==> src/rtl/stopwatch_lap_core.sv <==
// stopwatch_lap_core
//   Stopwatch core: NDIG-digit BCD time counter, start/stop/recall FSM and a
//   DEPTH-entry lap buffer that can be stepped through in recall mode.
//   Ports:
//     clk          system clock
//     rst          asynchronous reset, active-low
//     tick         count strobe, counts only in RUN
//     start_stop   pulse: toggle run/stop, leaves recall
//     lap          pulse: capture running time into lap buffer
//     clear        pulse: zero counter, laps and overflow (not in RUN)
//     recall       pulse: enter recall / step to next lap
//     digits       displayed BCD value (digit 0 in [3:0]), registered
//     running      high while displaying RUN
//     recall_mode  high while displaying RECALL
//     lap_idx      lap currently selected in RECALL (0 = oldest)
//     lap_count    number of stored laps
//     lap_full     lap buffer full
//     overflow     sticky: counter wrapped past all-9s
//
// state  | meaning
// IDLE   | cleared, counter at zero, no laps
// RUN    | counting ticks, lap captures allowed
// STOP   | counter held, may resume, clear or recall
// RECALL | displaying stored lap lap_idx
module stopwatch_lap_core #(
  parameter int NDIG  = 8,
  parameter int DEPTH = 4,
  localparam int LAPW = $clog2(DEPTH) + 1
) (
  input  logic              clk,
  input  logic              rst,
  input  logic              tick,
  input  logic              start_stop,
  input  logic              lap,
  input  logic              clear,
  input  logic              recall,
  output logic [4*NDIG-1:0] digits,
  output logic              running,
  output logic              recall_mode,
  output logic [LAPW-2:0]   lap_idx,
  output logic [LAPW-1:0]   lap_count,
  output logic              lap_full,
  output logic              overflow
);

  typedef enum logic [1:0] {IDLE, RUN, STOP, RECALL} state_t;

  localparam logic [LAPW-1:0] FULL_CNT = LAPW'(DEPTH);

  state_t state_q, state_d;

  logic [4*NDIG-1:0] cnt;
  logic [4*NDIG-1:0] cnt_inc;
  logic              wrap;
  logic [4*NDIG-1:0] lap_mem [DEPTH];

  logic do_clear, do_lap, rec_enter, rec_step, count_en;
  logic has_laps, full_int, last_idx;

  assign has_laps = (lap_count != '0);
  assign full_int = (lap_count == FULL_CNT);
  assign last_idx = ({1'b0, lap_idx} == (lap_count - 1'b1));
  // Counting looks at the current state, so a tick coincident with the
  // stopping pulse is still counted.
  assign count_en = (state_q == RUN) && tick;

  // BCD ripple increment; wrap is the carry out of the top digit.
  always_comb begin
    logic carry;
    cnt_inc = cnt;
    carry   = 1'b1;
    for (int i = 0; i < NDIG; i++) begin
      if (carry) begin
        if (cnt[4*i +: 4] == 4'd9) begin
          cnt_inc[4*i +: 4] = 4'd0;
        end else begin
          cnt_inc[4*i +: 4] = cnt[4*i +: 4] + 4'd1;
          carry = 1'b0;
        end
      end
    end
    wrap = carry;
  end

  always_ff @(posedge clk or negedge rst) begin
    if (!rst) state_q <= IDLE;
    else      state_q <= state_d;
  end

  always_comb begin
    state_d   = state_q;
    do_clear  = 1'b0;
    do_lap    = 1'b0;
    rec_enter = 1'b0;
    rec_step  = 1'b0;
    unique case (state_q)
      IDLE: begin
        if (clear) begin
          do_clear = 1'b1;
        end else if (start_stop) begin
          state_d = RUN;
        end else if (recall && has_laps) begin
          state_d   = RECALL;
          rec_enter = 1'b1;
        end
      end
      RUN: begin
        // lap is independent of start_stop here: a lap on the stopping
        // cycle still captures the pre-stop value.
        if (start_stop) state_d = STOP;
        if (lap && !full_int) do_lap = 1'b1;
      end
      STOP: begin
        if (clear) begin
          do_clear = 1'b1;
          state_d  = IDLE;
        end else if (start_stop) begin
          state_d = RUN;
        end else if (recall && has_laps) begin
          state_d   = RECALL;
          rec_enter = 1'b1;
        end
      end
      RECALL: begin
        if (clear) begin
          do_clear = 1'b1;
          state_d  = IDLE;
        end else if (start_stop) begin
          state_d = STOP;
        end else if (recall) begin
          rec_step = 1'b1;
        end
      end
      default: state_d = IDLE;
    endcase
  end

  always_ff @(posedge clk or negedge rst) begin
    if (!rst) begin
      cnt       <= '0;
      lap_count <= '0;
      lap_idx   <= '0;
      overflow  <= 1'b0;
    end else if (do_clear) begin
      cnt       <= '0;
      lap_count <= '0;
      lap_idx   <= '0;
      overflow  <= 1'b0;
    end else begin
      if (count_en) begin
        cnt <= cnt_inc;
        if (wrap) overflow <= 1'b1;
      end
      if (do_lap) lap_count <= lap_count + 1'b1;
      if (rec_enter) lap_idx <= '0;
      else if (rec_step) lap_idx <= last_idx ? '0 : lap_idx + 1'b1;
    end
  end

  // Captures the registered counter, i.e. the value before this cycle's tick.
  always_ff @(posedge clk) begin
    if (do_lap) lap_mem[lap_count[LAPW-2:0]] <= cnt;
  end

  // Display stage: all flags come from the same state sample as digits.
  always_ff @(posedge clk or negedge rst) begin
    if (!rst) begin
      digits      <= '0;
      running     <= 1'b0;
      recall_mode <= 1'b0;
      lap_full    <= 1'b0;
    end else begin
      digits      <= (state_q == RECALL) ? lap_mem[lap_idx] : cnt;
      running     <= (state_q == RUN);
      recall_mode <= (state_q == RECALL);
      lap_full    <= full_int;
    end
  end

endmodule
==> config.mk <==
export PLATFORM = sky130hd
export DESIGN_NAME = stopwatch_lap_core
export DESIGN_NICKNAME = d
export VERILOG_FILES = /design/src/rtl/stopwatch_lap_core.sv
export SDC_FILE = /design/constraint.sdc
export NUM_CORES = 1
export LEC_CHECK = 0
export CORE_ASPECT_RATIO = 0.75
export CORE_MARGIN = 5
export CORE_UTILIZATION = 57
export CTS_CLUSTER_SIZE = 16
export DETAILED_ROUTE_END_ITERATION = 10
export DONT_BUFFER_PORTS = 1
export PLACE_DENSITY = 0.71
export RECOVER_POWER = 100
export SLEW_MARGIN = 20
export SYNTH_ARGS = -nofsm -noshare
export SYNTH_HDL_FRONTEND = slang
export SYNTH_SLANG_ARGS = --single-unit
==> constraint.sdc <==
create_clock -name clk -period 2.4 [get_ports clk]
set_clock_uncertainty 0.05 [all_clocks]
set_input_delay 0.6 -clock clk [delete_from_list [all_inputs] [get_ports clk]]
set_output_delay 0.6 -clock clk [all_outputs]
set_load 0.01 [all_outputs]
Yosys cells after proc, flatten, opt, wreduce, memory -nomap -nowiden
Memories as Yosys holds them, arrays and structs flattened.
Index checks and enable logic that the tools add are counted.
Widths: inputs -> output; s select.
{"block": "totals", "reg_bits": 75, "ram_bits": 128, "in_bits": 7, "output_inout_bits": 41, "memories": 1}
{"name": "lap_mem", "depth": 4, "width": 32, "rd": 1, "rd_clocked_by_memory_dff": 0, "write_ports": 1, "line": "55", "text": "logic [4*NDIG-1:0] lap_mem [DEPTH];"}
{"block": "classes", "add_sub_neg": 11, "n_eq_ne": 14, "muxes": 63, "n_reduce_logical": 27}
{"operator": "$mux 32", "n": 3}
{"operator": "$mux 4", "n": 15}
{"operator": "$add 4x1->4 const B", "n": 8}
{"operator": "$eq 4x4->1 const B", "n": 8}
{"operator": "$mux 1", "n": 32}
{"operator": "$mux 2", "n": 10}
{"operator": "$reduce_bool 2->1", "n": 10}
{"operator": "$reduce_and 2->1", "n": 8}
{"operator": "$pmux 2 s4", "n": 1}
{"operator": "$mux 3", "n": 2}
{"operator": "$reduce_bool 3->1", "n": 2}
{"operator": "$eq 2x2->1 const B", "n": 2}
{"operator": "$add 3x1->3 const B", "n": 1}
{"operator": "$eq 2x3->1", "n": 1}
{"operator": "$eq 3x3->1 const B", "n": 1}
{"operator": "$logic_and 1x1->1", "n": 3}
{"operator": "$reduce_or 3->1", "n": 1}
{"operator": "$sub 3x1->3 const B", "n": 1}
{"operator": "$add 2x1->2 const B", "n": 1}
{"operator": "$eq 2x1->1 const B", "n": 1}
{"operator": "$logic_not 2->1", "n": 1}
{"operator": "$ne 2x2->1 const B", "n": 1}
{"operator": "$reduce_or 2->1", "n": 1}
{"operator": "$logic_not 1->1", "n": 1}

Longest topological paths before layout
{"block": "logic_depth", "depth_word": 12, "mapped_depth": 9, "mapped_depth_nobuf": 6}

Worst setup path after synthesis
No wires, ideal clock.
{"block": "synth_path", "path_kind": "register to register", "start": "register lap_count[0]", "end": "memory lap_mem[0][0] in the netlist's numbering, enable pin", "setup_ps": 421, "arrival_time_ps": 2190, "slack_ps": -261, "path_stages_with_launch": 5, "n_path_buf": 0, "synth_period_minus_slack_ps": 2661, "path_cell_list": "dfrtp_1 -> inv_1 -> ha_1 -> nand2b_1 -> nor2_1"}
{"block": "synth_between", "elab_chain_cells": 7}
{"element": "start: declaration", "line": "41", "text": "output logic [LAPW-1:0] lap_count,"}
{"element": "start signal: assignment", "line": "154", "text": "if (do_lap) lap_count <= lap_count + 1'b1;"}
{"element": "$eq 3x3->1", "line": "61", "text": "assign full_int = (lap_count == FULL_CNT);"}
{"element": "$logic_not 1->1", "line": "111", "text": "if (lap && !full_int) do_lap = 1'b1;"}
{"element": "$logic_and 1x1->1", "line": "111"}
{"element": "$mux 1", "line": "111"}
{"element": "$mux 1", "line": "96", "text": "unique case (state_q)"}
{"element": "$mux 1", "line": "162", "text": "if (do_lap) lap_mem[lap_count[LAPW-2:0]] <= cnt;"}
{"element": "$mux 1 (implied by the code)", "line": "162"}
{"element": "end: declaration", "line": "55"}
Several ways; a longest one is shown, not always the timed one.

Worst setup path in the final report
{"block": "layout_path", "start": "register cnt[9]", "end": "register cnt[24]"}
{"block": "layout_between", "elab_chain_cells": 8}
{"element": "start: declaration", "line": "52", "text": "logic [4*NDIG-1:0] cnt;"}
{"element": "start signal: assignment", "line": "151", "text": "cnt <= cnt_inc;"}
{"element": "$eq 4x4->1", "line": "74", "text": "if (cnt[4*i +: 4] == 4'd9) begin"}
{"element": "$mux 1", "line": "74"}
{"element": "$mux 1 (4 in a row)", "line": "73", "text": "if (carry) begin"}
{"element": "$reduce_bool 2->1 (no source line)"}
{"element": "$reduce_and 2->1 (no source line)"}
No other way between the ends.
A chain may end at the register's enable or synchronous reset.

==> impl_results.md <==
- Die area: 17300 um2
- Worst EP required: ~2.8 ns
- Maxcap violations: 0
- Number of global-route vias before repair: approximately 4.7k
- Area delta synth->final: 11.1%
- HPWL Detailed: 9560 um
- WL per Instance: 20.9 um
- Fmax: 0.447 GHz
- Synth Area in Compound Gates: approximately 5.4%
- Vias/cell: 6.05
- P_leak: approximately 3.7 nW
- Crit Path Class: register to register
- RSZ-0062 raised after global routing: false
- # Post-CTS Setup Buffers: 0
- Gpl congestion: about 0.83
- Maximum clock insertion buffer count: 3
- Iter 0 DRT Violations: 328
- Final WL: ~16000 um
- Cell Area, Synth: 8420 um2
- Switch share: about 25%
- Cell variety after synth: between 50 and 60
- CP max FO: 22
- Post-synth net total: about 550
- Yosys top cell area share: ~46%
- Mux cell area share after synthesis: about an eighth
- Die H: approximately 120 um
- Rows: 38
- Initial antenna violation count: 0
- Primary FF master, synth: edfxtp_1
- Post-route ant nets: 0
- Number of diodes: 0
- Port Buf Inserts: 0
- Startpoint Class: register
- Core area: between 10000 and 15000 um2
- TritonCTS Buffers: 20
- #FFs+latches synth: about 200
- Asr flop ratio synth: 36.9%
- Area leader, netlist: edfxtp_1
- Post-Place Cells: ~700
- NetSw: ~2.1 mW
- Root Driver: clkbuf_16
- Setup crit end: cnt[24]
- Post-Syn Area per Cell: between 15 and 20 um2
- HP Class: input port to register
- Overflow left after global routing: 0
- Initial Util: about 58%
- Layout Nets: 573
- Fin crit share: between 90% and 100%
- Crit path launch: cnt[9]
- Cells after Synth: approximately 530
- Largest net degree at the start of global routing: 76
- Xor/xnor cell area share of the yosys netlist: less than 1%
- Simple-gate portion of the synthesized area: 8.72%
- Post-CTS Resized: 0
- Die X: 150 um
- Main combinational cell family by area after synthesis: multiplexers
- DRC Markers: 0
- Vias: 4594
- Slew @ Worst Pin: roughly 1.1 ns
- H-tree levels: 1
- Final Slew Violations: 0
- Hold_buf cts: 2
- 1st-pass router iterations: 4
- R2R depth: 7
- Synth area leaders: edfxtp_1 46%, dfrtp_1 22%, mux4_2 8.6%, mux2_2 3.2%, ha_1 3.1%
- I/O pins: 48
- Critical R2R Launch: cnt[9]
- Sequential share of power: 51.3%
- Power Density: between 800 and 900 nW/um2
- Worst Setup Slack, final: 0.164 ns
- Final hold violation count: 0
- Seq/Total Area, Yosys: about two thirds
- Reg2reg end: cnt[24]
- Run status: complete, no violations
- Post-layout util: 64.7%
- Number of cells in the finished layout apart from fillers: 759
- Combinational share of power: 12.3%
- CP endpoint kind: register
- Int Power: 6.24 mW
- Setup violators final: 0
- Setup slack after placement: roughly 0.23 ns
- Yosys Warn Count: 0
- EDFF count, synth: ~130
- CTS clk-pin slew, worst paths: about 0.060 ns
- Post-Synth Adder-Cell Area: ~3.1%
- CTS tree: done
- Hold path depth: 1
- Total GRT Usage: 19.1%
- R2r setup slk: 0.16 ns
- Max IR drop VDD: 0.622 mV
- First-pass GRT wire length: between 20000 and 30000 um
- Critical path data arrival time: between 2 and 3 ns
- Clk_lat worst skew: around 0.49 ns
- Sum Neg Setup Slack: 0 ns
- Final min period: around 2.2 ns
- Power, Total: between 8 and 9 mW
- Clk network pwr share: 36.4%
- CTS sink count: roughly 200
- Share of layout cells above drive strength 1: 19.7%
- Slew headroom: roughly a quarter
[metrics by stage]
step	cell area (um2)	hold WS, ns
floorplan	8420	0.254
global placement	8800	0.257
detailed placement	8800	0.257
CTS	9480	0.134
global route	9360	0.134
finish	9360	0.152
[synth_stat cells, drive strengths merged (4+ instances only)]
master / count
edfxtp: 128
dfrtp: 75
nand2: 33
mux4: 32
mux2: 24
ha: 21
o21ai: 21
a21oi: 20
nor2: 17
inv: 16
nand3: 15
clkbuf: 14
buf: 11
and3b: 9
nand3b: 8
or3: 8
and3: 6
nor4: 6
or4: 6
and2: 5
o31ai: 5
a31oi: 4
mux2i: 4
nor3: 4
o311ai: 4
[power by group through the flow]
stage / clock, mW / sequential (mW) / combinational (mW)
after floorplan: 0 / 4.27 / 0.767
after global placement: 0 / 4.32 / 1.04
after detailed placement: 0 / 4.34 / 1.06
after CTS: 3.10 / 4.26 / 1.10
after global routing: 3.24 / 4.29 / 1.12
final: 3.02 / 4.26 / 1.02
[metal layers]
layer	global-route usage, %	vias to the layer above	wire, um
met5	0	-	0
met4	4.45	0	300
met3	4.06	25	888
met2	29.9	140	7400
met1	28.1	2359	7280
li1	-	2070	-
[cell families after synthesis]
kind of cell	count (synthesis)
fa+ha+maj	21
xor+xnor	5
mux	60
flops	203
compound gates	71
buf+inv	41
simple gates	125
[sequential cells by signal, summed over array words and instances (netlist names)]
register / count
lap_mem: 128
cnt: 32
digits: 32
lap_count: 3
lap_idx: 2
state_q: 2
lap_full: 1
overflow: 1
recall_mode: 1
running: 1
[layout by cell type, fill, tap and decap left out, types with 3 or more instances in the layout]
cell       instances
edfxtp_1         128
dfrtp_1           75
nand2_1           33
mux4_2            32
mux2_2            24
o21ai_0           21
ha_1              21
clkbuf_16         21
a21oi_1           20
inv_1             16
nor2_1            16
nand3_1           15
clkbuf_1          13
and3b_1            9
or3_1              8
and3_1             6
or4_1              6
clkbuf_2           6
nand3b_1           5
nor4_1             5
o31ai_1            5
a31oi_1            4
nor3_1             4
o311ai_0           4
mux2i_1            4
clkbuf_4           4
buf_4              4
xor2_1             3
nand3b_4           3
[worst min path at each step]
stage               startpoint          to  slack (ns)
detailed placement         rst   digits[8]        0.26
floorplan                  rst      cnt[0]        0.25
finish                   clear  state_q[1]        0.15
global route             clear  state_q[1]        0.13
global placement           rst   digits[7]        0.26
CTS                      clear  state_q[1]        0.13
[critical path: stages (launching register included)]
cell and delay [ns]:
dfrtp_1 0.45, inv_1 0.11, ha_1 0.18, and3b_1 0.28, nand4_2 0.12, clkbuf_2 0.28
or4_1 0.52, a21oi_1 0.16
[cell type report]
| cell class | count | area [um2] |
|---|---|---|
| clock buffer | 31 | 583 |
| clock inverter | 5 | 53.8 |
| fill | 1082 | 5100 |
| inverter | 16 | 60.1 |
| multi-input combinational | 282 | 2530 |
| sequential | 203 | 5720 |
| tap | 200 | 250 |
| timing repair buffer | 22 | 159 |
No activity file was read; power rests on OpenSTA's default activity.
